===== src/rtl/clk_div_sched.sv =====
// Two-requester burst scheduler driving a divide-by-N counter; `CLK_DIV_SCHED_RR_EN selects round-robin over fixed priority.
// Grant is combinational in IDLE; a burst lasts L*N cycles (plus held cycles) and readies stay low until it ends.
module clk_div_sched #(
    parameter int CNT_W = 3,
    parameter int LEN_W = 8
) (
    input  logic             clk,
    input  logic             resetn,
    input  logic             i_req0_valid,
    input  logic [CNT_W-1:0] i_req0_div,
    input  logic [LEN_W-1:0] i_req0_len,
    output logic             o_req0_ready,
    input  logic             i_req1_valid,
    input  logic [CNT_W-1:0] i_req1_div,
    input  logic [LEN_W-1:0] i_req1_len,
    output logic             o_req1_ready,
    input  logic             i_hold,
    input  logic             i_abort,
    output logic             o_busy,
    output logic             o_owner,
    output logic [CNT_W-1:0] o_count,
    output logic             o_count_end,
    output logic             o_div_clk,
    output logic             o_done
);

    typedef enum logic {IDLE, RUN} state_t;

    state_t           state, state_nxt;
    logic [CNT_W-1:0] n_r, cnt, cnt_nxt, sel_div, req_n;
    logic [LEN_W-1:0] rem, sel_len, req_l;
    logic [CNT_W:0]   half;
    logic             owner, div_clk, done, abort_flag;
    logic             grant0, grant1, hs, count_end, burst_end, idle;

    assign idle = (state == IDLE);

`ifdef CLK_DIV_SCHED_RR_EN
    logic rr;

    // rr names the requester that wins the next tie.
    assign grant0 = idle & i_req0_valid & (~i_req1_valid | ~rr);
    assign grant1 = idle & i_req1_valid & (~i_req0_valid | rr);

    always_ff @(posedge clk or negedge resetn) begin
        if (!resetn)
            rr <= 1'b0;
        else if (hs)
            rr <= grant0;
    end
`else
    assign grant0 = idle & i_req0_valid;
    assign grant1 = idle & i_req1_valid & ~i_req0_valid;
`endif

    assign hs      = grant0 | grant1;
    assign sel_div = grant1 ? i_req1_div : i_req0_div;
    assign sel_len = grant1 ? i_req1_len : i_req0_len;
    assign req_n   = (sel_div < CNT_W'(2)) ? CNT_W'(2) : sel_div;
    assign req_l   = (sel_len == '0) ? LEN_W'(1) : sel_len;

    assign count_end = (state == RUN) & (cnt == n_r - CNT_W'(1)) & ~i_hold;
    assign burst_end = count_end & ((rem == LEN_W'(1)) | abort_flag | i_abort);
    assign cnt_nxt   = count_end ? '0 : cnt + CNT_W'(1);
    // Computed one bit wider so N at full scale does not overflow.
    assign half      = ({1'b0, n_r} + 1'b1) >> 1;

    always_comb begin
        state_nxt = state;
        case (state)
            IDLE:    if (hs) state_nxt = RUN;
            RUN:     if (burst_end) state_nxt = IDLE;
            default: state_nxt = IDLE;
        endcase
    end

    always_ff @(posedge clk or negedge resetn) begin
        if (!resetn)
            state <= IDLE;
        else
            state <= state_nxt;
    end

    always_ff @(posedge clk or negedge resetn) begin
        if (!resetn) begin
            n_r        <= '0;
            rem        <= '0;
            cnt        <= '0;
            owner      <= 1'b0;
            div_clk    <= 1'b0;
            done       <= 1'b0;
            abort_flag <= 1'b0;
        end else begin
            done <= 1'b0;
            if (state == IDLE) begin
                abort_flag <= 1'b0;
                if (hs) begin
                    owner   <= grant1;
                    n_r     <= req_n;
                    rem     <= req_l;
                    cnt     <= '0;
                    div_clk <= 1'b1;
                end
            end else begin
                if (i_abort)
                    abort_flag <= 1'b1;
                if (burst_end) begin
                    cnt        <= '0;
                    div_clk    <= 1'b0;
                    done       <= 1'b1;
                    abort_flag <= 1'b0;
                end else if (!i_hold) begin
                    cnt     <= cnt_nxt;
                    div_clk <= ({1'b0, cnt_nxt} < half);
                    if (count_end)
                        rem <= rem - LEN_W'(1);
                end
            end
        end
    end

    assign o_req0_ready = grant0;
    assign o_req1_ready = grant1;
    assign o_busy       = (state == RUN);
    assign o_owner      = owner;
    assign o_count      = cnt;
    assign o_count_end  = count_end;
    assign o_div_clk    = div_clk;
    assign o_done       = done;

endmodule


===== config.mk =====
export PLATFORM = sky130hd
export DESIGN_NAME = clk_div_sched
export DESIGN_NICKNAME = d
export VERILOG_FILES = /design/src/rtl/clk_div_sched.sv
export SDC_FILE = /design/constraint.sdc
export NUM_CORES = 1
export LEC_CHECK = 0
export ABC_AREA = 1
export CORE_ASPECT_RATIO = 1.1
export CORE_MARGIN = 10
export CORE_UTILIZATION = 42
export DETAILED_ROUTE_END_ITERATION = 6
export GPL_ROUTABILITY_DRIVEN = 0
export PLACE_DENSITY_LB_ADDON = 0.25
export SLEW_MARGIN = 20
export SYNTH_ARGS = -nofsm -noshare
export SYNTH_HDL_FRONTEND = slang
export SYNTH_SLANG_ARGS = --single-unit

===== constraint.sdc =====
create_clock -name clk -period 2.4 [get_ports clk]
set_clock_uncertainty 0.15 [all_clocks]
set_input_delay 0.24 -clock clk [delete_from_list [all_inputs] [get_ports clk]]
set_output_delay 0.24 -clock clk [all_outputs]
set_load 0.05 [all_outputs]

# After elaboration in Yosys (flattened, before gate mapping)
# Index checks and enable logic that the tools add are counted.
[totals] regBits=19 input_bits=28 elab_cells=64
[classes] addsub=4 n_lt_le_gt_ge=2 n_eq_ne=7 n_mux=26 n_bitwise=12 n_reduce_logical=5
[op_table] operator="2-to-1 mux 8 bit" n=7
[op_table] operator="2-to-1 mux 3 bit" n=7
[op_table] operator="2-to-1 mux 1 bit" n=11
[op_table] operator="== test 8 x 1 -> 1 bit, second input constant" n=1
[op_table] operator="zero test 8 bit" n=1
[op_table] operator="subtractor 8 x 1 -> 8 bit, second input constant" n=1
[op_table] operator="bitwise AND 1 bit" n=6
[op_table] operator="!= test 3 x 2 -> 1 bit, second input constant" n=2
[op_table] operator="adder 3 x 1 -> 4 bit, second input constant" n=1
[op_table] operator="!= test 2 bit, second input constant" n=2
[op_table] operator="AND reduction 2 bit" n=2
[op_table] operator="AND reduction 4 bit" n=1
[op_table] operator="adder 3 x 1 -> 3 bit, second input constant" n=1
[op_table] operator="== test 3 bit" n=1
[op_table] operator="less-than comparator 3 x 2 -> 1 bit, second input constant" n=1
[op_table] operator="less-than comparator 3 bit" n=1
[op_table] operator="inverter 1 bit" n=3
[op_table] operator="OR 1 bit" n=3
[op_table] operator="subtractor 3 x 1 -> 3 bit, second input constant" n=1
[op_table] operator="!= test 2 x 1 -> 1 bit, second input constant" n=1
[op_table] operator="one-hot mux 1 bit (2 select lines)" n=1
[op_table] operator="nonzero test 2 bit" n=1

# Logic depth before layout (Yosys ltp)
# Gate-level depths: netlist of run 1.
[depth] word_depth=9 ltp_mapped=15 ltp_nobuf=15

# Worst setup path after synthesis of run 1
# Ideal clock, no wire load.
[synth_timing] path_kind="reg2reg" start="register state (netlist: o_busy)" end="register div_clk (netlist: o_div_clk)" arrival_ps=2026 required_time_ps=2173 setup_slack_ps=147 path_stages_with_launch=14 n_path_buf=1 cell_sequence="dfrtp_1 -> buf_6 -> inv_6 -> nor2_8 -> nand3_2 -> nor2_2 -> nand2_1 -> nand2_1 -> inv_1 -> ha_1 -> a21oi_1 -> and2_1 -> nand2_1 -> a21oi_1"
[synth_between] elab_chain_len=7 word_cells_on_any_way=16 cone_classes="1 x order compare; 1 x eq/ne; 4 x mux; 8 x bitwise; 2 x reduce/logical"
[synth_lines] element="start, declared" line_no="29" text="state_t state, state_nxt;"
[synth_lines] element="start signal, assigned" line_no="81" text="state <= state_nxt;"
[synth_lines] element="bitwise AND 1 bit (2 in a row)" line_no="62" text="assign count_end = (state == RUN) & (cnt == n_r - CNT_W'(1)) & ~i_hold;"
[synth_lines] element="2-to-1 mux 3 bit" line_no="64" text="assign cnt_nxt = count_end ? '0 : cnt + CNT_W'(1);"
[synth_lines] element="less-than comparator 3 bit" line_no="114" text="div_clk <= ({1'b0, cnt_nxt} < half);"
[synth_lines] element="2-to-1 mux 1 bit" line_no="112" text="end else if (!i_hold) begin"
[synth_lines] element="2-to-1 mux 1 bit" line_no="107" text="if (burst_end) begin"
[synth_lines] element="2-to-1 mux 1 bit" line_no="95" text="if (state == IDLE) begin"
[synth_lines] element="end signal, assigned" line_no="114"
[synth_lines] element="end, declared" line_no="33" text="logic owner, div_clk, done, abort_flag;"
# Several ways; a longest one is shown, not always the timed one. The select of a mux whose other input is x is not followed.
# A chain may end at the register's enable or synchronous reset.

# Worst setup path after layout of run 1
[layout_timing] start="register n_r[0]" end="register div_clk (netlist: o_div_clk)"
[layout_between] elab_chain_len=9 word_cells_on_any_way=13 cone_classes="2 x add/sub; 1 x order compare; 2 x eq/ne; 4 x mux; 3 x bitwise; 1 x reduce/logical"
[layout_lines] element="start, declared" line_no="30" text="logic [CNT_W-1:0] n_r, cnt, cnt_nxt, sel_div, req_n;"
[layout_lines] element="start signal, assigned" line_no="99" text="n_r <= req_n;"
[layout_lines] element="subtractor 3 x 1 -> 3 bit" line_no="62"
[layout_lines] element="== test 3 bit" line_no="62"
[layout_lines] element="bitwise AND 1 bit (2 in a row)" line_no="62"
[layout_lines] element="2-to-1 mux 3 bit" line_no="64"
[layout_lines] element="less-than comparator 3 bit" line_no="114"
[layout_lines] element="2-to-1 mux 1 bit" line_no="112"
[layout_lines] element="2-to-1 mux 1 bit" line_no="107"
[layout_lines] element="2-to-1 mux 1 bit" line_no="95"
# Several ways; a longest one is shown, not always the timed one. The select of a mux whose other input is x is not followed.

==> impl_metrics.yaml, run 1 <==
route:
  met2_wirelength_um: 1620
  avgViaCountPerCell: 4.63
  routed.top_layer: "met4"
  vias: 1404
  drc_errors: 0
  drt-total-wl_um: 3480
  wire_per_inst_um: 11.5
  drtAntennaViolNets: 0
  dr.pass1.iters: 4
  met1Wirelength_um: 1620
  drt_first_iter_violations: 82
  wl_met3_um: 175
clock_network:
  cts_inserted_buffers: 3
  root_buffer: "clkbuf_8"
  insertion_delay_ns: 0.26
  cts.sinks: 19
  htreeDepth: 1
  clockBufferDepth: 2
  clkTransAtPathRegs_ns: 0.07
  cts_tree: "done"
power:
  p_int_uw: 1250
  switching_share_pct: 50.5
  clock_power_share_pct: 8.8
  p_leak_uw: 0.00100
  total_power_uw: 2520
  comb_power_share_pct: 67.5
  pwr-share-seq_pct: 23.6
  peakVddDrop_mv: 0.415
  p_sw_uw: 1270
  power_density_nw_per_um2: 1230
run:
  max_cap_viol_count: 0
sta:
  hold_viol: 0
  worstMarginPinSlew_ns: 0.504
  slew_headroom_pct: 66.3
  period_share_pct: 93.6
  finalSetupViolations: 0
  hold_slack_ns: 0.167
  period_needed_ns: 2.25
  maxSlewViolCount: 0
  fmax_ghz: 0.445
critical_path:
  path_common_cell: "nand2_1"
  crit_chain: "inv_1, ha_4, xnor2_1, nor2_2, nand2_1, nand2_1, inv_1, ha_1, a21oi_1, and2_1, nand2_1, a21oi_1"
  cp-start-kind: "register"
  cp_slowest_cell: "dfrtp_1"
  crit_fanout: 4
  cp.arrival_ns: 2.29
  critical_path_class: "register to register"
  max_stage_delay_ns: 0.40
  critical_path_required_ns: 2.44
  crit_path_end_kind: "register"
layout:
  area.growth.synth_to_final_pct: 31.6
  post-route-util_pct: 56.9
  diodes: 0
  fin_nets: 289
  fin_area_um2: 2050
  drive_gt1_share_pct: 15.0
synth:
  post-synth-top-count-cell: "nand2_1"
  synth.area.top_cells: "dfrtp_1 (31%), nand2_1 (14%), inv_1 (7.5%), ha_1 (5.6%), o21ai_0 (4.5%)"
  synthCells: 212
  syn_area_um2: 1560
  synthArstFlopShare_pct: 100
  synth_top_area_cell: "dfrtp_1"
  synth_common_cells: "nand2_1 (58), inv_1 (31), dfrtp_1 (19), nor2_1 (15), o21ai_0 (14)"
  synth_compound_area_share_pct: 12.8
  syn_avg_cell_area_um2: 7.34
  ys.flop_type: "dfrtp_1"
  yosys.area_share.adder_pct: 5.63
  synth_cell_types: 31
  synth_top_family_by_area: "simple AND/OR/NAND/NOR gates"
  synthSimpleGateAreaFrac_pct: 36.4
  syn_nets: 247
  synth_edf_count: 0
  synth_seq_cells: 19
  synth_xor_xnor_area_share_pct: 3.38
  yosys_warnings: 0
  synth_top_area_share_pct: 30.6
  muxShareOfSynthArea_pct: 0
  yosysSeqAreaShare_pct: 30.6
floorplan:
  initial_core_util_pct: 43.2
  io_pins: 38
  dieArea_um2: 6540
  rows: 23
  coreArea_um2: 3600
  dieWidth_um: 78.0
  die_h_um: 83.8
outcome:
  status: "completed"
place:
  placed_area_um2: 1980
  io_buffers: 37
  hpwlAfterDp_um: 2770
global_route:
  grt_pass1_vias: 1438
  grt_pass1_wl_um: 6220
  grt_start_max_net_pins: 20
  grt_use_total_pct: 11.3
  grt-ovfl-total: 0
  antenna_found_initial: 0
min_path:
  hold_path_class: "input port to async pin"
==> power by group through the flow <==
stage               Sequential, uW  Clock [uW]  Combinational (uW)
floorplan                      747           0                1140
global placement               599           0                1650
detailed placement             599           0                1670
CTS                            596         232                1670
global route                   616         241                1930
finish                         594         223                1700
==> final cells by class <==
type / count / area (um^2)
Multi-Input combinational cell: 156 / 917
Timing Repair Buffer: 41 / 418
Clock buffer: 4 / 45.0
Sequential cell: 19 / 475
Inverter: 33 / 129
Tap cell: 50 / 62.6
Fill cell: 356 / 1550
==> per-layer routing <==
layer / GRT usage [%] / vias to the layer above
met1: 13.2 / 604
met3: 2.59 / 5
met2: 18.9 / 40
li1: - / 755
met4: 5.55 / 0
met5: 0 / -
==> worst max-delay path: cells and delay by family, from the launching register on <==
kind,cells,cell delay (ns)
XOR/XNOR,1,0.13
adder cells (fa/ha/maj),2,0.54
AO/OA/AOI/OAI,2,0.25
flip-flops,1,0.40
buffers and inverters,2,0.21
AND/OR/NAND/NOR,5,0.49
==> state kept, by name, summed over array words and instances (netlist names) <==
register    flops
o_div_clk       1
abort_flag      1
o_count         3
o_owner         1
n_r             3
rem             8
o_busy          1
o_done          1
==> cell usage in the layout (no fill, tap or decap) <==
master	count
o21ai_1	3
nand3_1	13
nand2_4	2
nand4_1	2
inv_2	1
inv_6	1
nor3_1	2
dfrtp_1	19
xnor2_1	2
clkdlybuf4s50_1	34
nor2_1	15
nand2_1	58
o21ai_0	14
xor2_1	4
a21oi_1	5
clkbuf_8	3
o22ai_1	2
buf_4	5
ha_4	1
nor2_8	2
ha_1	6
or2_1	1
nand3_2	4
nor2_2	3
nor2_4	3
clkbuf_1	1
o21bai_1	1
inv_1	31
a22oi_1	1
nand2_2	3
buf_12	2
and2_1	1
o21ai_2	7
nand3_4	1
==> per-stage QoR <==
step | cells | TNS (ns) | worst slack (ns)
after floorplan | 212 | 0 | 0.147
after global placement | 298 | 0 | 0.158
after detailed placement | 298 | 0 | 0.0979
after CTS | 302 | 0 | 0.0769
after global routing | 303 | -0.00758 | -0.00758
final | 303 | 0 | 0.153
==> worst paths after layout <==
kind                       startpoint         end  slack [ns]  depth (start not counted)
min reg2reg                   o_owner     o_owner        0.34                          2
max                            n_r[0]   o_div_clk        0.15                         12
max in group asynchronous      resetn  abort_flag        1.72                          2
max reg2reg                    n_r[0]   o_div_clk        0.15                         12
min in group clk              o_owner     o_owner        0.34                          2
min                            resetn  o_count[2]        0.17                          2
==> what timing repair did <==
item                                   CTS  global route
hold buffers                             0             0
buffers inserted                         0             1
setup endpoints to repair                0             1
endpoints found under the hold margin    0             0
gates resized for setup                  0             1
==> cell families (layout without fill, tap and decap cells) <==
group,Yosys count,after routing
simple gates,110,110
buf+inv,37,78
compound gates,33,33
flops,19,19
fa+ha+maj,7,7
xor+xnor,6,6
Power figures use the tool's default switching activity.
==> run 2, diff against run 1 <==
ABC_CLOCK_PERIOD_IN_PS = 2400   (was unset)
==> results of run 2 <==
Final layout, timing and power as in run 1 (identical DEF).
==> patch, RTL diff (flow settings as in run 2) <==
Build with the macro `CLK_DIV_SCHED_RR_EN` defined.
--- a/src/rtl/clk_div_sched.sv
+++ b/src/rtl/clk_div_sched.sv
@@ -2,2 +2,4 @@
 // Grant is combinational in IDLE; a burst lasts L*N cycles (plus held cycles) and readies stay low until it ends.
+`define CLK_DIV_SCHED_RR_EN
+
 module clk_div_sched #(
Check against the original RTL: not equivalent (a bounded check fails within 4 cycles, from zero or initial values and one cycle with resetn low).
==> patch against run 2 <==
  * Sequential cell count grew 1
  * Cell area down 0.79%
  * Wire length is 2.0% lower
  * Combinational power is 3% lower
  * Worst setup slack better by 0.034 ns
  * Largest power group unchanged
  * Non-clock buffer count increased by 1
  * Critical path type unchanged
  * Total power increased by 1.2%
  * Synthesized area shrank 3.5%
==> patch: results (changes against run 2) <==
non-filler cells, final 307 (+1.3%); Worst VDD drop 621 uV (+50%); M1 WL 1.69 mm (+4.6%); CP max stage delay 0.43 ns (+0.03 ns); DR iter-0 viols 69 (-16%); Sw Pwr 0.00123 W (-2.9%); Overall Power 0.00255 W (+1.2%); syn nets 251 (+1.6%); Synth Flop Type dfrtp_1; Crit-path slowest cell dfrtp_1; Post-DP HPWL 2.82 mm (+1.7%); largest cells by area after synthesis dfrtp_1 (33%), nand2_1 (14%), inv_1 (8.3%); vias in the first global route 1385 (-3.7%); GR Util All Layers 10.9% (-0.40 points); synth cell count leaders nand2_1 (56), inv_1 (33), nor2_1 (24); Worst-Skew Late Latency 0.31 ns (+0.05 ns); post-placement cell area 0.00196 mm^2 (-1.2%); routed wl met2 1.42 mm (-12%); CTS clock-pin slew for the worst setup and hold paths 0.12 ns (+0.05 ns); met2 Resource Use GR 18.1% (-0.74 points); Nets 295 (+2.1%); met3 wire length 246 um (+41%); critical path class register to register; met1 usage 12.6% (-0.58 points); layout cell share with drive strength beyond 1 11.6% (-3.4 points); met3 usage 4.10% (+1.5 points); outcome finished, final reports clean; Clk pwr share 11.0% (+2.2 points); Tightest Pin Transition 0.499 ns (-0.00491 ns); synth unique cells 28 (-9.7%); Crit path arrival time 2.31 ns (+0.02 ns); pin count of the biggest net entering global routing 21 (+5.0%); Crit Path Max Fanout 5 (+1); post-synthesis cell count 216 (+1.9%); Logic pwr share 64.6% (-2.9 points); via density per instance 4.59 (-0.95%); first-pass GRT wire length 5.80 mm (-6.9%); worst hold slack 0.0901 ns (-0.0768 ns); Setup WS pre-CTS 0.0912 ns (-0.00665 ns); Ant. Diodes 0 (unchanged); post-synthesis sequential area ratio 33.4% (+2.8 points); Root Driver clkbuf_4; LEAKAGE 1.04 nW (+3.8%); Clock Tree Buf Depth 2 (unchanged); drt wl/cell 11.1 um (-3.2%); Setup WS post-layout 0.187 ns (+0.0339 ns); worst r2r path cells 12 (unchanged)
[patch: cell count changes after synthesis, moves of 3 or more]
cell / change
nand3_1: +6
o21ai_2: -4
mux2i_1: +3
o21ai_1: -3
nand3_2: -4
o21ai_0: +5
nor2_1: +9
a21oi_2: +3
[patch: area by class of cell]
class	instances	area (um^2)
Fill cell	310	1360
Multi-Input combinational cell	158	861
Sequential cell	20	500
Timing Repair Buffer	42	425
Inverter	35	131
Tap cell	48	60.1
Clock inverter	1	30.0
Clock buffer	3	22.5
[patch: cell families after synthesis]
| group | Yosys count | synth area share [%] |
|---|---|---|
| mux | 3 | 2.00 |
| simple gates | 107 | 31.1 |
| compound gates | 36 | 14.7 |
| fa+ha+maj | 7 | 5.84 |
| xor+xnor | 5 | 2.92 |
| buf+inv | 38 | 10.1 |
| flops | 20 | 33.4 |
[patch: timing repair]
| action | in CTS | in global routing |
|---|---|---|
| buffers inserted | 0 | 1 |
| setup endpoints to repair | 0 | 1 |
| resized for setup | 0 | 2 |
